## src/rtl/pcm_ram_writer.sv

```systemverilog
// pcm_ram_writer: packs PCM frames into 32-bit words and fills a ping-pong RAM split.
// Optional per-half header word {16'hCAFE, seq}: define PCM_RAM_WRITER_HEADER_EN.
module pcm_ram_writer #(
    parameter int MIC_N    = 2,
    parameter int ADDR_W   = 10,
    parameter int SAMPLE_W = 16
) (
    input  logic                      clk_clk,
    input  logic                      reset_reset_n,
    input  logic                      capture_en,
    input  logic                      sample_valid,
    input  logic [MIC_N*SAMPLE_W-1:0] sample_data,
    input  logic [1:0]                buf_ack,
    output logic [ADDR_W-1:0]         ram_address,
    output logic                      ram_chipselect,
    output logic                      ram_write,
    output logic [31:0]               ram_writedata,
    output logic [3:0]                ram_byteenable,
    output logic [1:0]                buf_ready,
    output logic                      active_half,
    output logic [15:0]               overrun_count
);
    localparam int WPF = MIC_N / 2;
    localparam int H   = 2 ** (ADDR_W - 1);
    localparam int KW  = (WPF > 1) ? $clog2(WPF) : 1;
    localparam int PW  = ADDR_W - 1;
`ifdef PCM_RAM_WRITER_HEADER_EN
    localparam int END_WP = 1 + WPF * ((H - 1) / WPF);
`else
    localparam int END_WP = H;
`endif

    typedef enum logic [1:0] {S_IDLE, S_WRITE, S_FULL} state_t;

    state_t                    r_state, w_next;
    logic [MIC_N*SAMPLE_W-1:0] r_hold;
    logic [PW-1:0]             r_wp;
    logic [KW-1:0]             r_k;
    logic                      r_half;
    logic [1:0]                r_ready;
    logic [15:0]               r_ovr;

    logic                      w_accept, w_hdr, w_last, w_full;
    logic [ADDR_W-1:0]         w_wp_inc;
    logic [1:0]                w_set;
    logic [31:0]               w_word;
    logic [31:0]               w_words [2**KW];

    for (genvar j = 0; j < 2**KW; j++) begin : g_w
        if (j < WPF) begin : g_v
            assign w_words[j] = r_hold[32*j +: 32];
        end else begin : g_z
            assign w_words[j] = '0;
        end
    end

    assign w_word   = w_words[r_k];
    assign w_accept = sample_valid & capture_en;

`ifdef PCM_RAM_WRITER_HEADER_EN
    logic [15:0] r_seq;
    // header slot is the first word of every half
    assign w_hdr = (r_state == S_WRITE) && (r_wp == '0);

    always_ff @(posedge clk_clk) begin
        if (!reset_reset_n) r_seq <= '0;
        else if (w_full)    r_seq <= r_seq + 16'd1;
    end
`else
    assign w_hdr = 1'b0;
`endif

    assign w_last   = (r_state == S_WRITE) && !w_hdr && (r_k == KW'(WPF - 1));
    assign w_wp_inc = {1'b0, r_wp} + ADDR_W'(1);
    assign w_full   = w_last && (w_wp_inc == ADDR_W'(END_WP));
    assign w_set    = {w_full & r_half, w_full & ~r_half};

    always_ff @(posedge clk_clk) begin
        if (!reset_reset_n) begin
            r_state <= S_IDLE;
            r_hold  <= '0;
            r_wp    <= '0;
            r_k     <= '0;
            r_half  <= 1'b0;
            r_ready <= '0;
            r_ovr   <= '0;
        end else begin
            r_state <= w_next;
            if (r_state == S_IDLE && w_accept)
                r_hold <= sample_data;
            if (r_state == S_WRITE) begin
                r_wp <= w_full ? '0 : r_wp + PW'(1);
                if (w_last)     r_k <= '0;
                else if (!w_hdr) r_k <= r_k + KW'(1);
            end
            if (w_full)
                r_half <= ~r_half;
            r_ready <= (r_ready & ~buf_ack) | w_set;
            if (r_state != S_IDLE && w_accept && r_ovr != 16'hFFFF)
                r_ovr <= r_ovr + 16'd1;
        end
    end

    always_comb begin
        w_next = r_state;
        unique case (r_state)
            S_IDLE:  if (w_accept) w_next = S_WRITE;
            S_WRITE: if (w_last) begin
                if (w_full && r_ready[~r_half]) w_next = S_FULL;
                else                            w_next = S_IDLE;
            end
            S_FULL:  if (buf_ack[r_half] || !r_ready[r_half]) w_next = S_IDLE;
            default: w_next = S_IDLE;
        endcase
    end

    // write is gated by reset so it drops without waiting for the state register
    always_comb begin
        ram_write     = (r_state == S_WRITE) && reset_reset_n;
        ram_writedata = '0;
        if (ram_write) begin
            ram_writedata = w_word;
`ifdef PCM_RAM_WRITER_HEADER_EN
            if (w_hdr) ram_writedata = {16'hCAFE, r_seq};
`endif
        end
    end

    assign ram_chipselect = ram_write;
    assign ram_address    = {r_half, r_wp};
    assign ram_byteenable = 4'hF;
    assign buf_ready      = r_ready;
    assign active_half    = r_half;
    assign overrun_count  = r_ovr;
endmodule

```

## config.mk

```make
export PLATFORM = sky130hd
export DESIGN_NAME = pcm_ram_writer
export DESIGN_NICKNAME = d
export VERILOG_FILES = /design/src/rtl/pcm_ram_writer.sv
export SDC_FILE = /design/constraint.sdc
export NUM_CORES = 1
export LEC_CHECK = 0
export ABC_AREA = 1
export CORE_ASPECT_RATIO = 0.5
export CORE_MARGIN = 2
export CORE_UTILIZATION = 49
export CTS_CLUSTER_DIAMETER = 200
export DETAILED_ROUTE_END_ITERATION = 10
export GPL_ROUTABILITY_DRIVEN = 0
export PLACE_DENSITY = 0.91
export SLEW_MARGIN = 5
export SYNTH_ARGS = -nofsm -noshare
export SYNTH_HDL_FRONTEND = slang
export SYNTH_SLANG_ARGS = --single-unit
```

## constraint.sdc

```tcl
create_clock -name clk_clk -period 2.7 [get_ports clk_clk]
set_input_delay 0.405 -clock clk_clk [delete_from_list [all_inputs] [get_ports clk_clk]]
set_output_delay 0.405 -clock clk_clk [all_outputs]
set_load 0.02 [all_outputs]
```

# Yosys cells after proc, flatten, opt, wreduce, memory -nomap -nowiden
# Cells that the tools add are included.
classes:
  eq_ne: 7
  reduce_logical: 12
  add_sub_neg: 4
  bitwise: 9
  magnitude_cmp: 3
  n_mux: 17
op_table:
  columns: ["op", "n"]
  rows:
  - ["$mux W32", 4]
  - ["$add A16 B1 Y16 const B", 1]
  - ["$ne A16 B16 Y1 const B", 1]
  - ["$add A9 B1 Y10 const B", 1]
  - ["$eq A10 B10 Y1 const B", 1]
  - ["$add A9 B1 Y9 const B", 1]
  - ["$mux W9", 1]
  - ["$mux W2", 4]
  - ["$logic_and A1 B1 Y1", 7]
  - ["$mux W1", 7]
  - ["$ne A2 B2 Y1 const B", 3]
  - ["$pmux W2 S3", 1]
  - ["$lt A1 B2 Y1 const B", 2]
  - ["$and A1 B1 Y1", 3]
  - ["$reduce_and A3 Y1", 1]
  - ["$and A2 B2 Y2", 1]
  - ["$eq A2 B1 Y1 const B", 1]
  - ["$eq A2 B2 Y1 const B", 1]
  - ["$ge A2 B2 Y1 const B", 1]
  - ["$logic_not A2 Y1", 1]
  - ["$not A1 Y1", 2]
  - ["$not A1 Y2", 1]
  - ["$not A2 Y2", 1]
  - ["$or A2 B2 Y2", 1]
  - ["4 further kinds", 4]
totals:
  elab_cells: 59
  regBits: 63

# Longest topological paths before layout
# Gate-level depths: netlist of the first run.
logic_depth:
  depth_word: 7
  depth_mapped: 9
  ltp_nobuf: 9

# Least setup slack after synthesis of the first run
# OpenSTA, ideal clock, no wires.
synth_timing:
  kind: "flip-flop to output port"
  start: "register r_state[0]"
  end: "output ram_writedata[10]"
  n_path_buf: 1
  arrival_ns: 1.435
  setup_slack_ns: 0.860
  stages_incl_launch_ff: 8
  required_ns: 2.295
  path_cell_list: "dfxtp_1 -> inv_1 -> nor2_2 -> inv_2 -> nor2_2 -> nand2_1 -> buf_2 -> nor2_1"
synth_via:
  elab_chain_cells: 3
synth_lines:
  columns: ["item", "line", "rtl"]
  rows:
  - ["start, declared", "35", "state_t r_state, w_next;"]
  - ["start signal, assigned", "88", "r_state <= w_next;"]
  - ["$eq A2 B1 Y1", "119", "ram_write = (r_state == S_WRITE) && reset_reset_n;"]
  - ["$logic_and A1 B1 Y1", "119", null]
  - ["via ram_chipselect", "15", "output logic ram_chipselect,"]
  - ["$mux W32", "121", "if (ram_write) begin"]
  - ["end, declared", "17", "output logic [31:0] ram_writedata,"]
# The timed path passes the listed nets, and every way through them passes these cells.

# Final worst setup path of the first run
layout_timing:
  start: "register r_state[0]"
  end: "output ram_writedata[31]"
layout_via:
  elab_chain_cells: 3
layout_lines:
  columns: ["item", "line"]
  rows:
  - ["$eq A2 B1 Y1", "119"]
  - ["$logic_and A1 B1 Y1", "119"]
  - ["$mux W32", "121"]
# No other way between the ends.

==> results of run 1 <==
-- cell usage in the layout (no fill, tap or decap), types with 4 or more instances in the layout --
master           instances
nor3_1                   6
inv_1                   59
a21oi_1                 58
xnor2_1                  6
nor2_2                   7
xor2_1                   5
clkbuf_16                9
nand4_1                  6
conb_1                   4
clkdlybuf4s50_1        100
o21ai_0                 43
nor2_1                  59
nand2_1                 67
buf_4                    7
nand3_1                 20
dfxtp_1                 63
-- power groups by stage --
stage,clock (W),combinational (W),sequential (W)
after floorplan,0,0.000118,0.00101
after global placement,0,0.000213,0.00101
after detailed placement,0,0.000220,0.00101
after CTS,0.00126,0.000223,0.000989
after global routing,0.00130,0.000246,0.000994
final,0.00124,0.000222,0.000990
-- cell type report --
| class | instances | share of cell area |
|---|---|---|
| Inverter | 63 | 0.05359 |
| Timing Repair Buffer | 107 | 0.2387 |
| Clock buffer | 9 | 0.05103 |
| Tap cell | 88 | 0.02495 |
| Clock inverter | 7 | 0.02155 |
| Sequential cell | 63 | 0.2858 |
| Multi-Input combinational cell | 296 | 0.3244 |
-- worst max-delay path: stages, from the launching register on --
cell             delay, ns
dfxtp_1               0.35
inv_1                 0.07
nor2_2                0.12
inv_2                 0.11
nor2_2                0.11
nand2_1               0.08
buf_4                 0.20
nor2_1                0.14
clkdlybuf4s50_1       0.63
-- sequential cells by signal, indices dropped and copies added (netlist names) --
register and cells:
r_state 2, r_k 1, overrun_count 16, active_half 1
r_wp 9, r_hold 32, buf_ready 2
-- stage by stage --
stage / setup WS [ns] / total power [W] / instance area [µm²] / util
2_1_floorplan: 0.8600 / 0.001132 / 3079 / -
3_3_place_gp: 0.2377 / 0.001221 / 4093 / 0.6758
3_5_place_dp: 0.2131 / 0.001229 / 4093 / 0.6758
4_1_cts: 0.1525 / 0.002471 / 4413 / 0.7287
5_1_grt: 0.05200 / 0.002538 / 4413 / 0.7287
6_report: 0.1568 / 0.002454 / 4413 / 0.7287
-- routing by layer --
metal	GRT usage	wire (µm)	share of wire
met2	0.4144	3826	0.49
met1	0.2611	3179	0.41
met4	0.1224	201	0.026
met5	0	0	0
met3	0.06795	567	0.073
-- worst paths after layout --
kind	to	slack, ns	depth (start not counted)
worst max register to register	overrun_count[1]	0.83	8
worst min register to register	r_hold[21]	0.45	2
worst min-delay path	r_hold[21]	0.45	2
worst max-delay path	ram_writedata[31]	0.16	8
-- cell families (layout without fill, tap and decap cells) --
logic type	after synthesis	in the layout	synth area share
AO/OA/AOI/OAI	103	103	0.1705
adder cells (fa/ha/maj)	3	3	0.01224
buffers and inverters	89	186	0.1260
flip-flops	63	63	0.4111
other	1	4	0.001222
XOR/XNOR	11	11	0.03140
AND/OR/NAND/NOR	175	175	0.2476
==> impl_metrics.tcl, run 1 <==
set metrics [dict create \
    status "complete, no violations" \
    syn_inst 445 \
    clkPwrFrac 0.506 \
    final_nets 581 \
    multi_input_area_um2 1431 \
    place_inst 617 \
    avgSynthCellArea_um2 6.894 \
    skew_ns 0.004873 \
    maxCapViolations 0 \
    synth-seq-cells 63 \
    die_height_um 59.95 \
    crit_start "r_state[0]" \
    setup_tns_ns 0 \
    regArea_um2 1261 \
    fin_crit_ns 2.543 \
    vias 3156 \
    synth_top_area_frac 0.4111 \
    cts_sinks 63 \
    required_ns 2.30 \
    yosysMostFrequentCell "nand2_1" \
    synthFlopType "dfxtp_1" \
    hold_viol_final 0 \
    cts_resized 0 \
    synth-async-reset-ratio 0 \
    max_clock_freq_mhz 393.2 \
    p_seq_frac 0.403 \
    nFillCells 485 \
    drt-initial-drc-count 284 \
    clockRootBuffer "clkbuf_16" \
    yosysWarnings 0 \
    p_int_w 0.001885 \
    hold_start "r_hold[21]" \
    yosys-top-cells-area "dfxtp_1 (41%), a21oi_1 (9.5%), nand2_1 (8.2%)" \
    tightest_slew_ns 0.6026 \
    totalWireLength_um 7774 \
    grt_overflow 0 \
    peakVddDrop_v 0.0003689 \
    htree_levels 3 \
    synthTopCellsByCount "nand2_1 (67), dfxtp_1 (63), inv_1 (59), nor2_1 (59), a21oi_1 (58)" \
    chipWidth_um 115.9 \
    hp-class "register to register" \
    synth_edf_count 0 \
    fp-row-count 20 \
    antenna_found_initial 0 \
    grt_pass1_vias 2881 \
    worstSetupStartpointType "register" \
    clock_latency_ns 0.33 \
    swShare 0.2317 \
    grt_max_degree 66 \
    dieArea_um2 6948 \
    worstSetupEndpointType "output pin" \
    synth_area_leader_cell "dfxtp_1" \
    port_buffers 100 \
    min_period_over_period 0.9419 \
    track_usage 0.2336 \
    power.density_nw_per_um2 556.0 \
    firstDrtPassIters 5 \
    hold_ws_ns 0.4529 \
    dp_hpwl_um 5207 \
    max-slew-margin-rel 0.5982 \
    crit_type "register to output pin" \
    p_leak_nw 1.625 \
    cts_tree "built" \
    core_um2 6056 \
    ant_nets 0 \
    grt_pass1_wl_um 12550 \
    cts_hold_buf 0 \
    route.detailed.drc 0 \
    synth-seq-area-share 0.4111 \
    rsz0062_at_grt "false" \
    pwr-share-comb 0.091 \
    p_sw_w 0.0005685 \
    initial_core_util 0.5066 \
    cts_made_buffers 9 \
    clk_pin_slew_ns 0.06 \
    cts_setup_buffers 0 \
    avgRoutedWirePerCell_um 12.28 \
    synth_area_um2 3068 \
    arrival_ns 2.14 \
    drive_above_1_share 0.08073 \
    crit_fanout 19 \
    layout-area-overhead-vs-synth_pct 43.84 \
    setup_viol 0 \
    instances_no_fill 633 \
    slew_violations 0 \
    clockBufferDepth 2 \
    io_pins 105 \
    ys_types 27 \
    diodes 0 \
    avgViaCountPerCell 4.986 \
    r2r-start "overrun_count[0]" \
]
Note: power is estimated with default switching activity, not from simulation.
==> inputs of run 2 (changes only) <==
- PLACE_DENSITY: 0.91 -> 0.85
==> run 2 against run 1 <==
  * Hold slack got worse by 0.0031 ns
  * Setup slack improved by 0.0071 ns
  * Global-route usage decreased by 1.5 points
  * Cell area decreased by 1.1%
  * Final cell count unchanged
  * Via count decreased by 5.3%
  * Sequential power about the same
  * Clock power decreased by 15%
  * Critical endpoint is now ram_writedata[19]
==> impl_metrics.tcl, run 2 (synthesized netlist as in run 1, its figures left out) <==
set metrics [dict create \
    status "complete, no violations" \
    setup_tns_ns 0 \
    required_ns 2.30 \
    skew_ns 0.003393 \
    top_layer_used "met4" \
    cts_tree "built" \
    final_nets 581 \
    power.density_nw_per_um2 516.2 \
    avgViaCountPerCell 4.722 \
    fin_util 0.7207 \
    firstDrtPassIters 4 \
    peakVddDrop_v 0.0004203 \
    hold_ws_ns 0.4498 \
    cts_setup_buffers 0 \
    totalWireLength_um 7163 \
    clock_latency_ns 0.33 \
    tightest_slew_ns 0.5823 \
    crit_type "register to output pin" \
    drive_above_1_share 0.07156 \
    worstSetupEndpointType "output pin" \
    max_clock_freq_mhz 394.3 \
    grt_overflow 0 \
    hold_viol_final 0 \
    clockRootBuffer "clkbuf_16" \
    slew_violations 0 \
    die_height_um 59.95 \
    port_buffers 100 \
    grt_max_degree 66 \
    arrival_ns 2.13 \
    track_usage 0.2189 \
    grt_pass1_vias 2559 \
    final_common_cell "clkdlybuf4s50_1" \
    hp-class "register to register" \
    final_cell_mix "clkdlybuf4s50_1 (100), nand2_1 (67), dfxtp_1 (63)" \
    cts_resized 0 \
    avgRoutedWirePerCell_um 11.32 \
    power_w 0.002253 \
    min_period_over_period 0.9393 \
    ant_nets 0 \
    cts_made_buffers 9 \
    maxCapViolations 0 \
    route.detailed.drc 0 \
    regArea_um2 1261 \
    p_leak_nw 1.600 \
    cts_sinks 63 \
    vias 2989 \
    worstHoldPathCells 2 \
    nFillCells 527 \
    htree_levels 3 \
    clockBufferDepth 2 \
    largest_register_ffs 32 \
    clk_pin_slew_ns 0.05 \
    core_um2 6056 \
    fp-row-count 20 \
    wl_met1_um 3261 \
    worstSetupStartpointType "register" \
    rsz0062_at_grt "false" \
    max-slew-margin-rel 0.6118 \
    wl_met2_um 3342 \
    diodes 0 \
    dieArea_um2 6948 \
    antenna_found_initial 0 \
    wl_met3_um 420 \
    chipWidth_um 115.9 \
    regMostFlops "r_hold" \
    multi_input_area_um2 1431 \
    dp_hpwl_um 5127 \
    initial_core_util 0.5066 \
    grt_pass1_wl_um 11650 \
    drt-initial-drc-count 232 \
    layout-area-overhead-vs-synth_pct 42.25 \
    io_pins 105 \
    fin_crit_ns 2.536 \
    cts_hold_buf 0 \
    crit_fanout 22 \
    setup_viol 0 \
    reg2reg_depth 8 \
]
## run 2: cell types whose count changed in the layout (fill, tap and decap cells not counted)
cell,delta
bufinv_16,-2
clkbuf_1,+5
clkbuf_8,+2
clkinv_2,-2
clkinvlp_4,-1
inv_6,-2
## run 2: worst paths after layout
| check | start | endpoint | slack (ns) |
|---|---|---|---|
| setup / recovery | r_state[0] | ram_writedata[19] | 0.16 |
| hold / removal | r_hold[6] | r_hold[6] | 0.45 |
| setup reg to reg | overrun_count[0] | overrun_count[1] | 0.82 |
| hold reg to reg | r_hold[6] | r_hold[6] | 0.45 |
## run 2: worst max-delay path, cell delays in order (launching register included)
cell             delay (ns)
dfxtp_1                0.34
inv_1                  0.07
nor2_2                 0.13
inv_2                  0.12
nor2_2                 0.12
nand2_1                0.08
buf_4                  0.20
nor2_1                 0.12
clkdlybuf4s50_1        0.62
## run 2: final cells by class
cell class	count	area share
Multi-Input combinational cell	296	0.3280
Sequential cell	63	0.2890
Inverter	63	0.05419
Tap cell	88	0.02523
Timing Repair Buffer	107	0.2414
Clock buffer	16	0.06221
## run 2: metrics by stage
step | area (µm²) | setup WS [ns] | instances
CTS | 4364 | 0.1324 | 633
detailed placement | 4093 | 0.1983 | 617
global route | 4364 | 0.0006164 | 633
global placement | 4093 | 0.2582 | 617
floorplan | 3079 | 0.8600 | 448
finish | 4364 | 0.1639 | 633
## run 2: power breakdown
| group | total (W) | leakage (nW) | switching (W) | internal (W) |
|---|---|---|---|---|
| registers | 0.000990 | 0.515 | 0.0000171 | 0.000973 |
| clock network | 0.00105 | 0.131 | 0.000373 | 0.000672 |
| logic | 0.000217 | 0.954 | 0.000114 | 0.000103 |
| total | 0.00225 | 1.60 | 0.000505 | 0.00175 |
## run 2: routing by layer
metal	GRT usage	vias up
met5	0	-
met4	0.09524	0
met3	0.08114	14
met2	0.3601	68
met1	0.2622	1321
li1	-	1586
==> inputs of run 3 (changes only) <==
--- a/config.mk
+++ b/config.mk
@@ -14,4 +14,5 @@
 export GPL_ROUTABILITY_DRIVEN = 0
 export PLACE_DENSITY = 0.85
+export SKIP_LAST_GASP = 1
 export SLEW_MARGIN = 5
 export SYNTH_ARGS = -nofsm -noshare
==> constraint.sdc (replaced) <==
create_clock -name clk_clk -period 2.7 [get_ports clk_clk]
set_input_delay 0.405 -clock clk_clk [delete_from_list [all_inputs] [get_ports clk_clk]]
set_output_delay 0.405 -clock clk_clk [all_outputs]
set_load 0.1 [all_outputs]
==> run 3 against run 2 <==
  * Cell area rose by 8.4%
  * Highest routed layer unchanged
  * Critical path type unchanged
  * Sequential power about the same
  * Clock skew is 0.0019 ns higher
  * Largest cell class unchanged
  * Non-clock buffer count is 2 lower
==> impl_metrics.tcl, run 3 (synthesized netlist as in run 1, its figures left out) <==
set metrics [dict create \
    min_period_over_period 0.8983 \
    cts_hold_buf 0 \
    rsz0062_at_grt "false" \
    final_cell_mix "nand2_1 (66), dfxtp_1 (63), inv_1 (59)" \
    p_leak_nw 1.817 \
    drive_above_1_share 0.2541 \
    regMostFlops "r_hold" \
    cts_resized 0 \
    fp-row-count 20 \
    setup_viol 0 \
    grt_overflow 0 \
    fin_crit_ns 2.425 \
    port_buffers 100 \
    final_nets 579 \
    crit_type "register to output pin" \
    avgRoutedWirePerCell_um 12.27 \
    setup_ws_ns 0.2747 \
    clkPwrFrac 0.463 \
    max_clock_freq_mhz 412.3 \
    hold_viol_final 0 \
    instances_no_fill 631 \
    grt_pass1_vias 2846 \
    initial_core_util 0.5066 \
    status "complete, no violations" \
    clk_pin_slew_ns 0.05 \
    io_pins 105 \
    diodes 0 \
    skew_ns 0.005315 \
    arrival_ns 2.02 \
    hold_ws_ns 0.4690 \
    final_common_cell "nand2_1" \
    power_w 0.002454 \
    die_height_um 59.95 \
    drt-initial-drc-count 163 \
    totalWireLength_um 7741 \
    power.density_nw_per_um2 518.7 \
    grt_pass1_wl_um 12610 \
    worstHoldPathCells 2 \
    vias 3093 \
    p_seq_frac 0.403 \
    max-slew-margin-rel 0.6160 \
    largest_register_ffs 32 \
    path_buf_inv 5 \
    layout-area-overhead-vs-synth_pct 54.20 \
    place_inst 615 \
    chipWidth_um 115.9 \
    cp_slowest_cell "dfxtp_1" \
    clockBufferDepth 2 \
    cp_cell_sequence "inv_1, nor2_2, buf_4, inv_2, nor2_4, nand2_2, buf_4, nor2_2, buf_12" \
    p_int_w 0.001797 \
    fin_util 0.7812 \
    crit_fanout 32 \
    worstSetupEndpointType "output pin" \
    tightest_slew_ns 0.5759 \
    track_usage 0.2324 \
    core_um2 6056 \
    swShare 0.2678 \
    pwr-share-comb 0.134 \
    maxCapViolations 0 \
    pre_cts_ws_ns 0.4012 \
    worstSetupStartpointType "register" \
    cts_setup_buffers 0 \
    p_sw_w 0.0006572 \
    dp_hpwl_um 5363 \
    hp-class "register to register" \
    slew_violations 0 \
    cts_sinks 63 \
    htree_levels 3 \
    cts_tree "built" \
    required_ns 2.30 \
    firstDrtPassIters 4 \
    slowest_delay_ns 0.34 \
    clock_latency_ns 0.32 \
    cts_made_buffers 9 \
    route.detailed.drc 0 \
    ant_nets 0 \
    clockRootBuffer "clkbuf_16" \
    antenna_found_initial 0 \
    reg2reg_depth 8 \
    avgViaCountPerCell 4.902 \
    crit_cells 9 \
    grt_max_degree 65 \
    critPathTopFamily "buffers and inverters" \
    dieArea_um2 6948 \
    peakVddDrop_v 0.0002897 \
]
-- run 3: layout make-up --
type / count / area [µm²]
clock buffers: 9 / 225.2
clock inverters: 7 / 72.57
fillers: 430 / 1325
inverters: 63 / 236.5
multi-input cells: 296 / 1519
flip-flops and latches: 63 / 1261
well taps: 88 / 110.1
repair buffers: 105 / 1306
-- run 3: per-layer routing --
metal / GRT usage / up-vias / part of all wire
met5: 0 / - / 0
met4: 0.08673 / 0 / 0.015
met3: 0.06085 / 14 / 0.047
met2: 0.4369 / 74 / 0.51
met1: 0.2581 / 1414 / 0.43
li1: - / 1591 / -
-- run 3: worst paths after layout --
path	end	slack (ns)	from
max	ram_writedata[7]	0.27	r_state[0]
min reg2reg	r_hold[18]	0.47	r_hold[18]
max reg2reg	overrun_count[1]	0.84	overrun_count[0]
min	r_hold[18]	0.47	r_hold[18]
-- run 3: power by group through the flow --
stage / combinational (W) / clock (W) / sequential (W)
finish: 0.000329 / 0.00114 / 0.000990
global placement: 0.000321 / 0 / 0.00101
CTS: 0.000329 / 0.00116 / 0.000990
detailed placement: 0.000326 / 0 / 0.00101
floorplan: 0.000175 / 0 / 0.00106
global route: 0.000353 / 0.00119 / 0.000994
-- run 3: worst reg2reg max path, delay by kind of cell (launching register included) --
kind            cells  cell delay (ns)
simple gates        5             0.72
flops               1             0.45
fa+ha+maj           1             0.26
compound gates      1             0.23
buf+inv             1             0.10
-- run 3: through the flow --
| step | cell area (µm²) | TNS [ns] |
|---|---|---|
| after floorplan | 3164 | -2.423 |
| after global placement | 4433 | 0 |
| after detailed placement | 4433 | 0 |
| after CTS | 4731 | 0 |
| after global routing | 4731 | 0 |
| final | 4731 | 0 |
